### src/rtl/mdu_sched_if.sv
// mdu_sched_if: E/D-stage request lines and status/hazard outputs
// shared between the pipeline controller and the mult/div scheduler.
interface mdu_sched_if;
  logic       StartE;
  logic [1:0] OpE;
  logic       DivZeroE;
  logic       exp_in;
  logic       MdUseD;
  logic       Busy;
  logic       Done;
  logic [1:0] DoneOp;
  logic [3:0] Count;
  logic       StallF;
  logic       StallD;
  logic       FlushE;

  modport master (
    output StartE, OpE, DivZeroE,
    output exp_in, MdUseD,
    input  Busy, Done, DoneOp, Count,
    input  StallF, StallD, FlushE
  );

  modport slave (
    input  StartE, OpE, DivZeroE,
    input  exp_in, MdUseD,
    output Busy, Done, DoneOp, Count,
    output StallF, StallD, FlushE
  );
endinterface

### src/rtl/mdu_sched.sv
// mdu_sched: mult/div occupancy scheduler and HI/LO hazard stall.
// MDU_DIVZERO_SKIP_EN: divide by zero finishes after one busy cycle.
module mdu_sched (
  input logic       Clk,
  input logic       Reset,
  mdu_sched_if.slave mif
);

  typedef enum logic [1:0] {
    IDLE = 2'd0,
    MULT = 2'd1,
    DIV  = 2'd2
  } state_e;

  state_e     state_q, state_d;
  logic [3:0] cnt_q, cnt_d;
  logic [1:0] op_q, op_d;
  logic [1:0] dop_q, dop_d;
  logic       done_q, done_d;
  logic       start;
  logic       stall;
  logic [3:0] div_cnt;

  assign start = mif.StartE & ~mif.exp_in
               & (state_q == IDLE);

`ifdef MDU_DIVZERO_SKIP_EN
  assign div_cnt = mif.DivZeroE ? 4'd0 : 4'd9;
`else
  logic unused_divzero;
  assign unused_divzero = mif.DivZeroE;
  assign div_cnt = 4'd9;
`endif

  always_comb begin
    state_d = state_q;
    cnt_d   = cnt_q;
    op_d    = op_q;
    dop_d   = dop_q;
    done_d  = 1'b0;
    unique case (state_q)
      IDLE: begin
        if (start) begin
          op_d = mif.OpE;
          if (mif.OpE[0]) begin
            state_d = DIV;
            cnt_d   = div_cnt;
          end else begin
            state_d = MULT;
            cnt_d   = 4'd4;
          end
        end
      end
      MULT, DIV: begin
        if (cnt_q != 4'd0) begin
          cnt_d = cnt_q - 4'd1;
        end else begin
          state_d = IDLE;
          done_d  = 1'b1;
          dop_d   = op_q;
        end
      end
      default: begin
        state_d = IDLE;
        cnt_d   = 4'd0;
      end
    endcase
  end

  // Reset drops any in-flight op without a Done pulse.
  always_ff @(posedge Clk) begin
    if (Reset) begin
      state_q <= IDLE;
      cnt_q   <= 4'd0;
      op_q    <= 2'd0;
      dop_q   <= 2'd0;
      done_q  <= 1'b0;
    end else begin
      state_q <= state_d;
      cnt_q   <= cnt_d;
      op_q    <= op_d;
      dop_q   <= dop_d;
      done_q  <= done_d;
    end
  end

  assign stall = mif.MdUseD
               & (mif.StartE | mif.Busy);

  assign mif.Busy   = (state_q != IDLE);
  assign mif.Done   = done_q;
  assign mif.DoneOp = dop_q;
  assign mif.Count  = cnt_q;
  assign mif.StallF = stall;
  assign mif.StallD = stall;
  assign mif.FlushE = stall;

endmodule

### src/flat_wrapper.sv
// flat-port wrapper written by rule: the top's interface ports become plain ports
module mdu_sched_flat 
  (Clk, Reset, mif_StartE, mif_OpE, mif_DivZeroE, mif_exp_in, mif_MdUseD, mif_Busy, mif_Done, mif_DoneOp, mif_Count, mif_StallF, mif_StallD, mif_FlushE);
  mdu_sched_if mif_i ();
  input logic Clk;
  input logic Reset;
  input wire logic [$bits(mif_i.StartE)-1:0] mif_StartE;
  input wire logic [$bits(mif_i.OpE)-1:0] mif_OpE;
  input wire logic [$bits(mif_i.DivZeroE)-1:0] mif_DivZeroE;
  input wire logic [$bits(mif_i.exp_in)-1:0] mif_exp_in;
  input wire logic [$bits(mif_i.MdUseD)-1:0] mif_MdUseD;
  output wire logic [$bits(mif_i.Busy)-1:0] mif_Busy;
  output wire logic [$bits(mif_i.Done)-1:0] mif_Done;
  output wire logic [$bits(mif_i.DoneOp)-1:0] mif_DoneOp;
  output wire logic [$bits(mif_i.Count)-1:0] mif_Count;
  output wire logic [$bits(mif_i.StallF)-1:0] mif_StallF;
  output wire logic [$bits(mif_i.StallD)-1:0] mif_StallD;
  output wire logic [$bits(mif_i.FlushE)-1:0] mif_FlushE;
  assign mif_i.StartE = mif_StartE;
  assign mif_i.OpE = mif_OpE;
  assign mif_i.DivZeroE = mif_DivZeroE;
  assign mif_i.exp_in = mif_exp_in;
  assign mif_i.MdUseD = mif_MdUseD;
  assign mif_Busy = mif_i.Busy;
  assign mif_Done = mif_i.Done;
  assign mif_DoneOp = mif_i.DoneOp;
  assign mif_Count = mif_i.Count;
  assign mif_StallF = mif_i.StallF;
  assign mif_StallD = mif_i.StallD;
  assign mif_FlushE = mif_i.FlushE;
  mdu_sched u_core (.Clk(Clk), .Reset(Reset), .mif(mif_i));
endmodule
### config.mk
export PLATFORM = sky130hd
export DESIGN_NAME = mdu_sched_flat
export DESIGN_NICKNAME = d
export VERILOG_FILES = /design/src/rtl/mdu_sched_if.sv /design/src/rtl/mdu_sched.sv /design/src/flat_wrapper.sv
export SDC_FILE = /design/constraint.sdc
export NUM_CORES = 1
export LEC_CHECK = 0
export ABC_AREA = 1
export CAP_MARGIN = 10
export CORE_MARGIN = 1
export CORE_UTILIZATION = 44
export DETAILED_ROUTE_END_ITERATION = 12
export GPL_TIMING_DRIVEN = 0
export PLACE_DENSITY = 0.78
export SYNTH_ARGS = -nofsm -noshare
export SYNTH_HDL_FRONTEND = slang
export SYNTH_SLANG_ARGS = --single-unit
### constraint.sdc
create_clock -name Clk -period 1.7 [get_ports Clk]
set_input_delay 0.34 -clock Clk [delete_from_list [all_inputs] [get_ports Clk]]
set_output_delay 0.34 -clock Clk [all_outputs]
set_load 0.03 [all_outputs]
==> results of run 1 <==
==> report_power, final <==
part	leakage [nW]	internal (W)	switching, W	total (W)
clock	0.0150	0.0000910	0.0000928	0.000184
combinational	0.296	0.000499	0.000741	0.00124
sequential	0.0903	0.000337	0.0000648	0.000402
total	0.401	0.000928	0.000898	0.00183
==> state kept, by name, indices dropped and copies added, names as in the netlist <==
| name | count |
|---|---|
| u_core.mif.Count | 4 |
| u_core.state_q | 2 |
| u_core.mif.DoneOp | 2 |
| u_core.mif.Done | 1 |
| u_core.op_q | 2 |
==> worst min-delay path by stage <==
stage / start / end / cells past startpoint
floorplan: Reset / u_core.state_q[1] / 1
global placement: u_core.mif.DoneOp[0] / u_core.mif.DoneOp[0] / 2
detailed placement: u_core.mif.DoneOp[0] / u_core.mif.DoneOp[0] / 2
CTS: u_core.op_q[0] / u_core.op_q[0] / 2
global route: u_core.op_q[1] / u_core.op_q[1] / 2
finish: u_core.mif.DoneOp[0] / u_core.mif.DoneOp[0] / 2
==> metal layers <==
| layer | part of all wire [%] | up-vias | global-route usage (%) | routed length [um] |
|---|---|---|---|---|
| li1 | - | 304 | - | - |
| met1 | 46 | 261 | 24.23 | 602 |
| met2 | 49 | 15 | 31.56 | 652 |
| met3 | 4.5 | 2 | 5.114 | 59 |
| met4 | 0.76 | 0 | 10.34 | 10 |
| met5 | 0 | - | 0 | 0 |
==> stage by stage <==
step | setup WS (ns) | instance area, sq um | hold slack, ns | instances
after floorplan | 0.08102 | 624.3 | 0.4130 | 81
after global placement | -0.4455 | 813.3 | 0.4507 | 113
after detailed placement | -0.4642 | 813.3 | 0.4621 | 113
after CTS | 0.01032 | 839.6 | 0.4721 | 117
after global routing | -0.004027 | 868.3 | 0.4847 | 119
final | 0.03913 | 868.3 | 0.4708 | 119
==> critical path, delay by kind of cell (launching register included) <==
family | cells | cell delay [ns]
AOI/OAI and AO/OA | 1 | 0.17
adders and majority gates | 1 | 0.18
buffers and inverters | 3 | 0.33
DFF | 1 | 0.36
==> synth_stat cells <==
cell type / number
o21bai_1: 1
inv_1: 7
nand2_2: 1
nor2_4: 2
a21oi_2: 3
a211oi_2: 2
dfxtp_1: 11
nand2_4: 1
o21ai_0: 1
inv_2: 4
nand2_1: 17
nand4_1: 2
a21boi_0: 1
ha_1: 3
a21oi_1: 5
o21ai_2: 1
buf_4: 2
clkbuf_1: 1
nor2_1: 9
nand3_1: 6
nand3_4: 1
==> logic make-up after synthesis <==
group / synth area share (%)
and+or+nand+nor: 31.85
AOI/OAI and AO/OA: 16.94
buffers and inverters: 9.676
DFF: 35.48
adders and majority gates: 6.049
==> area by class of cell <==
cell class	instances	area, sq um	share of cell area [%]
plain buffers	3	18.77	2.161
inverters	11	41.29	4.755
well taps	15	18.77	2.161
flip-flops and latches	11	221.5	25.50
multi-input cells	56	364.1	41.93
repair buffers	19	177.7	20.46
clock buffers	4	26.28	3.026
==> repair_timing <==
action / 4_1_cts / 5_1_grt
resized for setup: 24 / 5
pin swaps: 1 / 2
buffers inserted: 0 / 2
endpoints found under the hold margin: 0 / 0
setup endpoints to repair: 6 / 6
==> impl_metrics.py, run 1 <==
metrics = {
    "cells_and_area": {
        "diodes": 0,
        "drive_gt1_share_pct": 28.85,
        "final.fill_count": 123,
        "mostFrequentLayoutCells": "nand2_1 (17), dfxtp_1 (10), nor2_1 (9), clkdlybuf4s50_1 (9)",
        "final_core_util_pct": 66.73,
        "layout_commonest_cell": "nand2_1",
        "nets": 116,
        "area_delta_synth_final_pct": 39.92,
    },
    "yosys": {
        "syn_area_per_cell_sq_um": 7.662,
        "yosysTopAreaCellShare_pct": 35.48,
        "yosys-top-cells-area": "dfxtp_1 (35%), nand2_1 (10%), ha_1 (6.0%), nor2_1 (5.4%), nand3_1 (4.8%)",
        "syn_area_sq_um": 620.6,
        "synth_area_leader_cell": "dfxtp_1",
        "synth_warnings": 0,
        "synth_seq_area_share_pct": 35.48,
        "ys_ff_latch": 11,
        "syn_nets": 92,
        "syn-instance-count": 81,
        "ys_types": 21,
    },
    "setup_path": {
        "cp-end-kind": "output port",
        "worst-r2r-setup-slack_ns": 0.35,
        "cp_slowest_cell": "dfxtp_1",
        "slowest_delay_ns": 0.36,
        "critPathArrivalTime_ns": 1.32,
        "crit_type": "flip-flop to output port",
        "rr_startpoint": "u_core.mif.Count[0]",
        "r2r_cells": 9,
        "cp.required_ns": 1.36,
        "cpMostUsedCell": "buf_4",
        "r2r-end": "u_core.mif.Count[3]",
        "critPathLaunch": "u_core.state_q[0]",
        "endpoint": "mif_StallD",
        "cp-start-kind": "flip-flop",
        "cp_cell_sequence": "inv_2, ha_4, a21boi_4, buf_4, buf_4",
        "cp_max_fo": 5,
    },
    "global_routing": {
        "antenna_found_initial": 0,
        "grt_overflow_total": 0,
        "grt_usage_pct": 19.91,
        "grt_max_degree": 11,
        "grt_pass1_wl_mm": 2.056,
        "grt_pass1_vias": 521,
    },
    "timing": {
        "worst_pin_slew_ns": 0.5500,
        "drv_slew": 0,
        "setup_viol_count_final": 0,
        "hold_viol_final": 0,
        "skew_ns": 0.009730,
        "slew_headroom_pct": 63.33,
        "fin_setup_tns_ns": 0,
        "finalCritPeriodShare_pct": 97.70,
        "period_minus_slack_ns": 1.661,
        "fmax_mhz": 602.1,
    },
    "cts": {
        "clkLatencyLatePin_ns": 0.28,
        "htreeDepth": 1,
        "cts.sinks": 11,
        "path_clk_slew_ns": 0.08,
        "clockBufferDepth": 2,
        "cts_tree": "built",
        "cts-root-buf": "clkbuf_4",
        "ctsHoldBuffers": 0,
        "cts_buffers": 3,
    },
    "die": {
        "coreArea_sq_mm": 0.001301,
        "ios": 19,
        "die-area_sq_mm": 0.001565,
        "fp.dieW_um": 39.56,
        "die_h_um": 39.56,
        "initial_core_util_pct": 47.69,
        "rows": 13,
    },
    "placement": {
        "gp_congestion": 0.8318,
        "numPortBuffers": 17,
        "dp.final_hpwl_um": 968.8,
    },
    "power_and_ir_drop": {
        "p_total_w": 0.001826,
        "irDropWorstVdd_mv": 1.183,
        "power.density_mw_per_mm2": 2103,
        "p_leak_nw": 0.4008,
    },
    "route": {
        "num_vias": 582,
        "first_iter_violations": 12,
        "avgRoutedWirePerCell_um": 11.12,
        "first_pass_iters": 4,
        "vias_per_cell": 4.891,
        "drt_drc_violations_left": 0,
        "drt_wl_total_mm": 1.323,
        "drtAntennaViolNets": 0,
    },
    "hold_path": {
        "holdCritPathClass": "flip-flop to flip-flop",
    },
    "run": {
        "max-cap-violations": 0,
    },
    "status": {
        "status": "completed",
    },
}
No activity file was read; power rests on OpenSTA's default activity.
==> inputs of run 2 (changes only) <==
- CORE_MARGIN: 1 -> unset
==> results of run 2 <==
Same layout as run 1: the final DEF is identical, and so are final timing and power.
